[src/rtl/debounce_multi.sv]
// N-channel push-button conditioner: shared sample tick, two-flop synchroniser,
// per-channel debounce with press/release strobes and long-press detection.
`default_nettype none

module debounce_multi #(
  parameter int CLK_HZ       = 50000000,
  parameter int TICK_HZ      = 9600,
  parameter int N_CH         = 4,
  parameter int STABLE_TICKS = 4,
  parameter int LONG_TICKS   = 9600,
  parameter int ACTIVE_LOW   = 1
) (
  input  logic            src_clk,
  input  logic            rst_n,
  input  logic [N_CH-1:0] pb_in,
  output logic [N_CH-1:0] pb_level,
  output logic [N_CH-1:0] pb_press,
  output logic [N_CH-1:0] pb_release,
  output logic [N_CH-1:0] pb_long,
  output logic [N_CH-1:0] pb_held
);

  localparam int TICK_DIV = CLK_HZ / TICK_HZ;
  localparam int TW       = (TICK_DIV > 1) ? $clog2(TICK_DIV) : 1;
  localparam int SW       = $clog2(STABLE_TICKS + 1);
  localparam int HW       = $clog2(LONG_TICKS + 1);

  localparam logic [TW-1:0]   TICK_LAST = TW'(TICK_DIV - 1);
  localparam logic [SW-1:0]   STAB_LAST = SW'(STABLE_TICKS - 1);
  localparam logic [HW-1:0]   HOLD_SAT  = HW'(LONG_TICKS);
  localparam logic [HW-1:0]   HOLD_LAST = HW'(LONG_TICKS - 1);
  localparam logic [N_CH-1:0] INACTIVE  = (ACTIVE_LOW != 0) ? {N_CH{1'b1}} : {N_CH{1'b0}};

  logic [TW-1:0]   tickCnt_q, tickCnt_d;
  logic            tick;

  logic [N_CH-1:0] syncA_q, syncB_q;
  logic [N_CH-1:0] act;

  logic [N_CH-1:0] level_q, level_d;
  logic [N_CH-1:0] press_q, press_d;
  logic [N_CH-1:0] release_q, release_d;
  logic [N_CH-1:0] long_q, long_d;
  logic [N_CH-1:0] held_q, held_d;

  logic [SW-1:0]   stab_q [N_CH];
  logic [SW-1:0]   stab_d [N_CH];
  logic [HW-1:0]   hold_q [N_CH];
  logic [HW-1:0]   hold_d [N_CH];

  // Shared clock-enable: one cycle in every TICK_DIV.
  always_comb begin
    tick      = (tickCnt_q == TICK_LAST);
    tickCnt_d = tick ? '0 : tickCnt_q + TW'(1);
  end

  assign act = syncB_q ^ INACTIVE;

  // Strobes default low every cycle; all other state only moves on a tick.
  always_comb begin
    level_d   = level_q;
    held_d    = held_q;
    press_d   = '0;
    release_d = '0;
    long_d    = '0;
    for (int i = 0; i < N_CH; i++) begin
      stab_d[i] = stab_q[i];
      hold_d[i] = hold_q[i];
    end

    if (tick) begin
      for (int i = 0; i < N_CH; i++) begin
        if (act[i] == level_q[i]) begin
          stab_d[i] = '0;
        end else if (stab_q[i] == STAB_LAST) begin
          stab_d[i]  = '0;
          level_d[i] = act[i];
          if (act[i]) begin
            press_d[i] = 1'b1;
          end else begin
            release_d[i] = 1'b1;
          end
        end else begin
          stab_d[i] = stab_q[i] + SW'(1);
        end

        // A falling level wins over hold counting on the same tick.
        if (release_d[i]) begin
          hold_d[i] = '0;
          held_d[i] = 1'b0;
        end else if (level_q[i] && (hold_q[i] != HOLD_SAT)) begin
          hold_d[i] = hold_q[i] + HW'(1);
          if (hold_q[i] == HOLD_LAST) begin
            long_d[i] = 1'b1;
            held_d[i] = 1'b1;
          end
        end
      end
    end
  end

  always_ff @(posedge src_clk or negedge rst_n) begin
    if (!rst_n) begin
      tickCnt_q <= '0;
      syncA_q   <= INACTIVE;
      syncB_q   <= INACTIVE;
      level_q   <= '0;
      press_q   <= '0;
      release_q <= '0;
      long_q    <= '0;
      held_q    <= '0;
      for (int i = 0; i < N_CH; i++) begin
        stab_q[i] <= '0;
        hold_q[i] <= '0;
      end
    end else begin
      tickCnt_q <= tickCnt_d;
      syncA_q   <= pb_in;
      syncB_q   <= syncA_q;
      level_q   <= level_d;
      press_q   <= press_d;
      release_q <= release_d;
      long_q    <= long_d;
      held_q    <= held_d;
      for (int i = 0; i < N_CH; i++) begin
        stab_q[i] <= stab_d[i];
        hold_q[i] <= hold_d[i];
      end
    end
  end

  assign pb_level   = level_q;
  assign pb_press   = press_q;
  assign pb_release = release_q;
  assign pb_long    = long_q;
  assign pb_held    = held_q;

endmodule

`default_nettype wire

[config.mk]
export PLATFORM = sky130hd
export DESIGN_NAME = debounce_multi
export DESIGN_NICKNAME = d
export VERILOG_FILES = /design/src/rtl/debounce_multi.sv
export SDC_FILE = /design/constraint.sdc
export NUM_CORES = 1
export LEC_CHECK = 0
export ABC_AREA = 1
export CORE_ASPECT_RATIO = 0.6
export CORE_MARGIN = 1
export CORE_UTILIZATION = 40
export CTS_BUF_LIST = sky130_fd_sc_hd__clkbuf_16
export CTS_CLUSTER_DIAMETER = 40
export DETAILED_ROUTE_END_ITERATION = 10
export PLACE_DENSITY = 0.65
export SETUP_SLACK_MARGIN = 0.1
export SYNTH_ARGS = -nofsm -noshare
export SYNTH_HDL_FRONTEND = slang
export SYNTH_SLANG_ARGS = --single-unit
[constraint.sdc]
create_clock -name src_clk -period 3.1 [get_ports src_clk]
set_input_delay 0.31 -clock src_clk [delete_from_list [all_inputs] [get_ports src_clk]]
set_output_delay 0.31 -clock src_clk [all_outputs]
set_load 0.03 [all_outputs]
== Word level (Yosys, flattened, before mapping) ==
Index checks and enable logic that the tools add are counted.

* Add/subtract/negate cells: 9
* Eq/ne operators: 17
* Multiplexer cells: 72
* Bitwise gates (word level): 5
* Reduce and logical (&&, ||, !) cells: 24

{| class="wikitable"
|+ Operator list
! kind !! number
|-
| 14-bit two-way mux || 8
|-
| 14-bit by 1-bit adder with 14-bit output (second input constant) || 4
|-
| 14-bit equality test (second input constant) || 4
|-
| 14-bit != test (second input constant) || 4
|-
| 1-bit two-way mux || 52
|-
| 3-bit two-way mux || 8
|-
| 3-bit AND reduction || 8
|-
| 2-bit nonzero test || 8
|-
| 13-bit by 1-bit adder with 13-bit output (second input constant) || 1
|-
| 13-bit equality test (second input constant) || 1
|-
| 13-bit two-way mux || 1
|-
| 3-bit by 1-bit adder with 3-bit output (second input constant) || 4
|-
| 3-bit by 2-bit equality test with 1-bit output (second input constant) || 4
|-
| 4-bit two-way mux || 3
|-
| 2-bit AND reduction || 4
|-
| 1-bit equality test || 4
|-
| 1-bit logical AND || 4
|-
| 1-bit inverter || 4
|-
| 4-bit inverter || 1
|}

* Bits in registers: 109
* Logic and storage cells: 149

== Longest topological paths before layout ==
* Depth in word-level cells: 7
* Gate-level depth with buffers: 13
* Gate-level depth less buffers: 12

== Worst setup path before layout ==
Ideal clock, no wire load.

* Path kind: reg2reg
* Start: reg level_q[2] (netlist: pb_level[2])
* End: reg hold_q[16] (netlist bit)
* Setup time: 0.117 ns
* Data arrival time: 1.420 ns
* Data required time: 2.983 ns
* Setup slack: 1.563 ns
* Cell stages (with the launch flop): 9
* Path buffers: 1
* Cells stage by stage: dfrtp_1 > nand2_2 > nor2_8 > inv_2 > nand2_4 > nand2_4 > buf_6 > nand2_1 > nand2_1

* Word-level cells in the longest chain between the ends: 5
* Elaborated cells on any way between the ends: 7

{| class="wikitable"
|+ RTL lines
! item !! line !! RTL
|-
| from (decl) || 40 || <nowiki>logic [N_CH-1:0] level_q, level_d;</nowiki>
|-
| from (signal assigned) || 120 || <nowiki>level_q <= level_d;</nowiki>
|-
| 1-bit equality test || 73 || <nowiki>if (act[i] == level_q[i]) begin</nowiki>
|-
| 1-bit two-way mux || 73 ||
|-
| 1-bit two-way mux || 71 || <nowiki>if (tick) begin</nowiki>
|-
| 2-bit nonzero test (no source line) || - ||
|-
| 2-bit AND reduction (no source line) || - ||
|-
| to (signal, indexed assignment) || 127 || <nowiki>hold_q[i] <= hold_d[i];</nowiki>
|-
| to (decl) || 48 || <nowiki>logic [HW-1:0] hold_q [N_CH];</nowiki>
|}

Several ways; a longest one is shown, not always the timed one. The select of a mux whose other input is x is not followed.
A chain may end at the register's enable or synchronous reset.

== Worst setup path after layout ==
* Start: reg tickCnt_q[8]
* End: reg level_q[0] (netlist: pb_level[0])

* Word-level cells in the longest chain between the ends: 2

{| class="wikitable"
|+ RTL lines
! item !! line !! RTL
|-
| from (decl) || 34 || <nowiki>logic [TW-1:0] tickCnt_q, tickCnt_d;</nowiki>
|-
| from (signal assigned) || 117 || <nowiki>tickCnt_q <= tickCnt_d;</nowiki>
|-
| 13-bit equality test || 53 || <nowiki>tick = (tickCnt_q == TICK_LAST);</nowiki>
|-
| 3-bit AND reduction (no source line) || - ||
|}

No other way between the ends.

==> reports/results.ini <==
[outcome]
status=finished, violations left
violations=negative hold slack

[finish]
stdcell_count=1120
finalInstanceArea_mm2=0.00701
antenna_cells=0
area_growth_pct=10.9
most-common-layout-cells=nand2_1 (302), nor2_1 (134), nand3_1 (104), dfrtp_1 (101), inv_1 (94)
final_common_cell=nand2_1
utilization=0.455
drive_above_1_share=0.0556
fillCellCount=1549
fin_nets=931

[synth]
seq_area_frac_synth=0.433
yosys_warnings=0
syn_nets=908
synthMuxAreaShare=0
synth_seq_cells=109
synth_compound_area_frac=0.0265
synth_xor_area_frac=0.0236
synth_adder_area_share=0.0257
syn_area_per_cell_um2=7.11
syn_inst=889
synthSimpleGateAreaFrac=0.413
ys_types=36
synth_top_family_by_area=simple AND/OR/NAND/NOR gates
synth_area_mm2=0.00632

[clock_tree]
cts_hold_buf=0
htree_levels=3
cts_made_buffers=9
cts.reportedPaths.clkPinSlew_ns=0.08
clock_latency_ns=0.37
cts-root-buf=clkbuf_16
postCtsSetupBuffers=0
cts_buffer_depth=2
cts_tree=built
cts.repair.resized=0
cts_sinks=109

[pwr]
power.density_mw_per_mm2=369
p_leak_nw=3.58
irDropWorstVdd_uv=257
fin_total_pwr_w=0.00258

[sta]
rsz0062_at_grt=false
slew-limit-headroom=0.519
final-hold-violation-count=1
min_period_over_period=0.737
skew_ns=0.0165
slew_violations=0
timing.setup.tns_ns=0
fmax_ghz=0.438
setup_violations=0
hold_slack_ns=-0.000215
worstMarginPinSlew_ns=0.722
finalCriticalPeriod_ns=2.28

[global_routing]
use_met3=0.0413
grt-ovfl-total=0
grtUsageMet1=0.310
gr-usage-all-layers=0.193
grt_pass1_vias=4957
grt_max_degree=57
grt_most_used_layer=met1
met2_usage=0.252
antenna_found_initial=0
grt_first_pass_wirelength_um=24800

[critical_path]
cp.arrival_ns=2.54
critical_path_class=reg -> reg
cp_max_fo=21
startpoint_type=flip-flop
required_ns=3.35
end_kind=flip-flop

[floorplanning]
die-area_mm2=0.0163
die_w_um=164
fp.dieH_um=99.4
initial_core_util=0.410
rows=35
io_pins=26
core_area_mm2=0.0154

[flow_run]
max-cap-violations=0

[placement]
hpwl_um=10200
gp_congestion=0.888
port_buffers=25
dpl_cell_area_mm2=0.00674
dp_cells=1104

[routing]
vias=5543
initialDrtViolationCount=466
vias_per_cell=4.95
detail_route.first_pass.iterations=5
ant_nets=0
drt-total-wl_um=14300
avgRoutedWirePerCell_um=12.7
drc=0

[min_path]
hold_path.class=in -> async

flip-flops by register name (all words and copies together), names as in the netlist:
name	flops
hold_q	56
tickCnt_q	13
stab_q	12
pb_held	4
pb_level	4
pb_long	4
pb_press	4
pb_release	4
syncA_q	4
syncB_q	4
logic make-up after synthesis:
logic type / after synthesis
buffers and inverters: 115
and+or+nand+nor: 604
xor gates and xnor gates: 17
AOI/OAI and AO/OA: 31
DFF: 109
adders and majority gates: 13
stage by stage:
| stage | setup slack, ns | hold slack [ns] |
|---|---|---|
| final | 0.816 | -0.000215 |
| after global routing | 0.620 | 0.0763 |
| after CTS | 0.791 | 0.0395 |
| after detailed placement | 0.801 | 0.347 |
| after global placement | 0.876 | 0.346 |
| after floorplan | 1.56 | 0.0144 |
synth_stat cells:
cell type | number | area, µm²
o21a_1 | 1 | 7.51
nand2_2 | 7 | 43.8
nand2_1 | 302 | 1130
xor2_1 | 10 | 87.6
clkbuf_1 | 3 | 11.3
buf_4 | 5 | 37.5
nor2_4 | 1 | 11.3
clkinv_4 | 1 | 8.76
a21oi_1 | 5 | 25.0
inv_2 | 5 | 18.8
dfstp_2 | 8 | 210
buf_2 | 2 | 10.0
and3_1 | 2 | 12.5
nand3b_2 | 1 | 11.3
ha_1 | 13 | 163
nand3_1 | 104 | 521
a21boi_0 | 1 | 7.51
inv_1 | 93 | 349
buf_6 | 5 | 56.3
nor2_2 | 3 | 18.8
o21ai_0 | 14 | 70.1
nor3_1 | 7 | 35.0
nand3b_1 | 4 | 30.0
o21ai_1 | 7 | 35.0
o211ai_1 | 1 | 7.51
xnor2_1 | 7 | 61.3
clkinv_1 | 1 | 3.75
nor3b_1 | 5 | 37.5
nand3_2 | 3 | 30.0
nand2_4 | 3 | 33.8
or2_2 | 1 | 6.26
nor2_8 | 1 | 20.0
nor2_1 | 134 | 503
dfrtp_1 | 101 | 2530
o21bai_1 | 2 | 15.0
nand4_1 | 26 | 163
critical path: stages, from the launching register on:
cell and delay (ns):
dfrtp_1 0.40, inv_1 0.09, nand2_1 0.07, nor2_1 0.51, nand2_2 0.43, inv_2 0.35
nand3b_1 0.17, nand2_1 0.09, o21ai_0 0.07
layout make-up:
class / count / area, µm² / share of cell area
multi-input cells: 665 / 3090 / 0.440
flip-flops and latches: 109 / 2740 / 0.390
inverters: 100 / 380 / 0.0542
repair buffers: 27 / 275 / 0.0393
well taps: 203 / 254 / 0.0362
clock buffers: 9 / 225 / 0.0321
clock inverters: 7 / 51.3 / 0.00731
report_power, final:
group | internal [W] | switching (W) | leakage (nW)
Sequential | 0.00143 | 0.00000421 | 1.48
Combinational | 0.00000991 | 0.0000322 | 1.97
Clock | 0.000550 | 0.000558 | 0.133
final timing paths:
kind,start,slack [ns],endpoint,depth (start not counted)
max reg2reg,tickCnt_q[8],0.82,pb_level[0],8
min in group src_clk,pb_in[0],0.34,syncA_q[0],1
max,tickCnt_q[8],0.82,pb_level[0],8
max in group asynchronous,rst_n,2.28,syncB_q[0],2
min reg2reg,syncA_q[1],0.35,syncB_q[1],0
min,rst_n,-0.0002,hold_q[38],1
layer usage:
layer | up-vias | share of wire
met5 | - | 0
met2 | 131 | 0.38
met1 | 2535 | 0.56
li1 | 2864 | -
met3 | 13 | 0.050
met4 | 0 | 0.011
No activity file was read; power rests on OpenSTA's default activity.
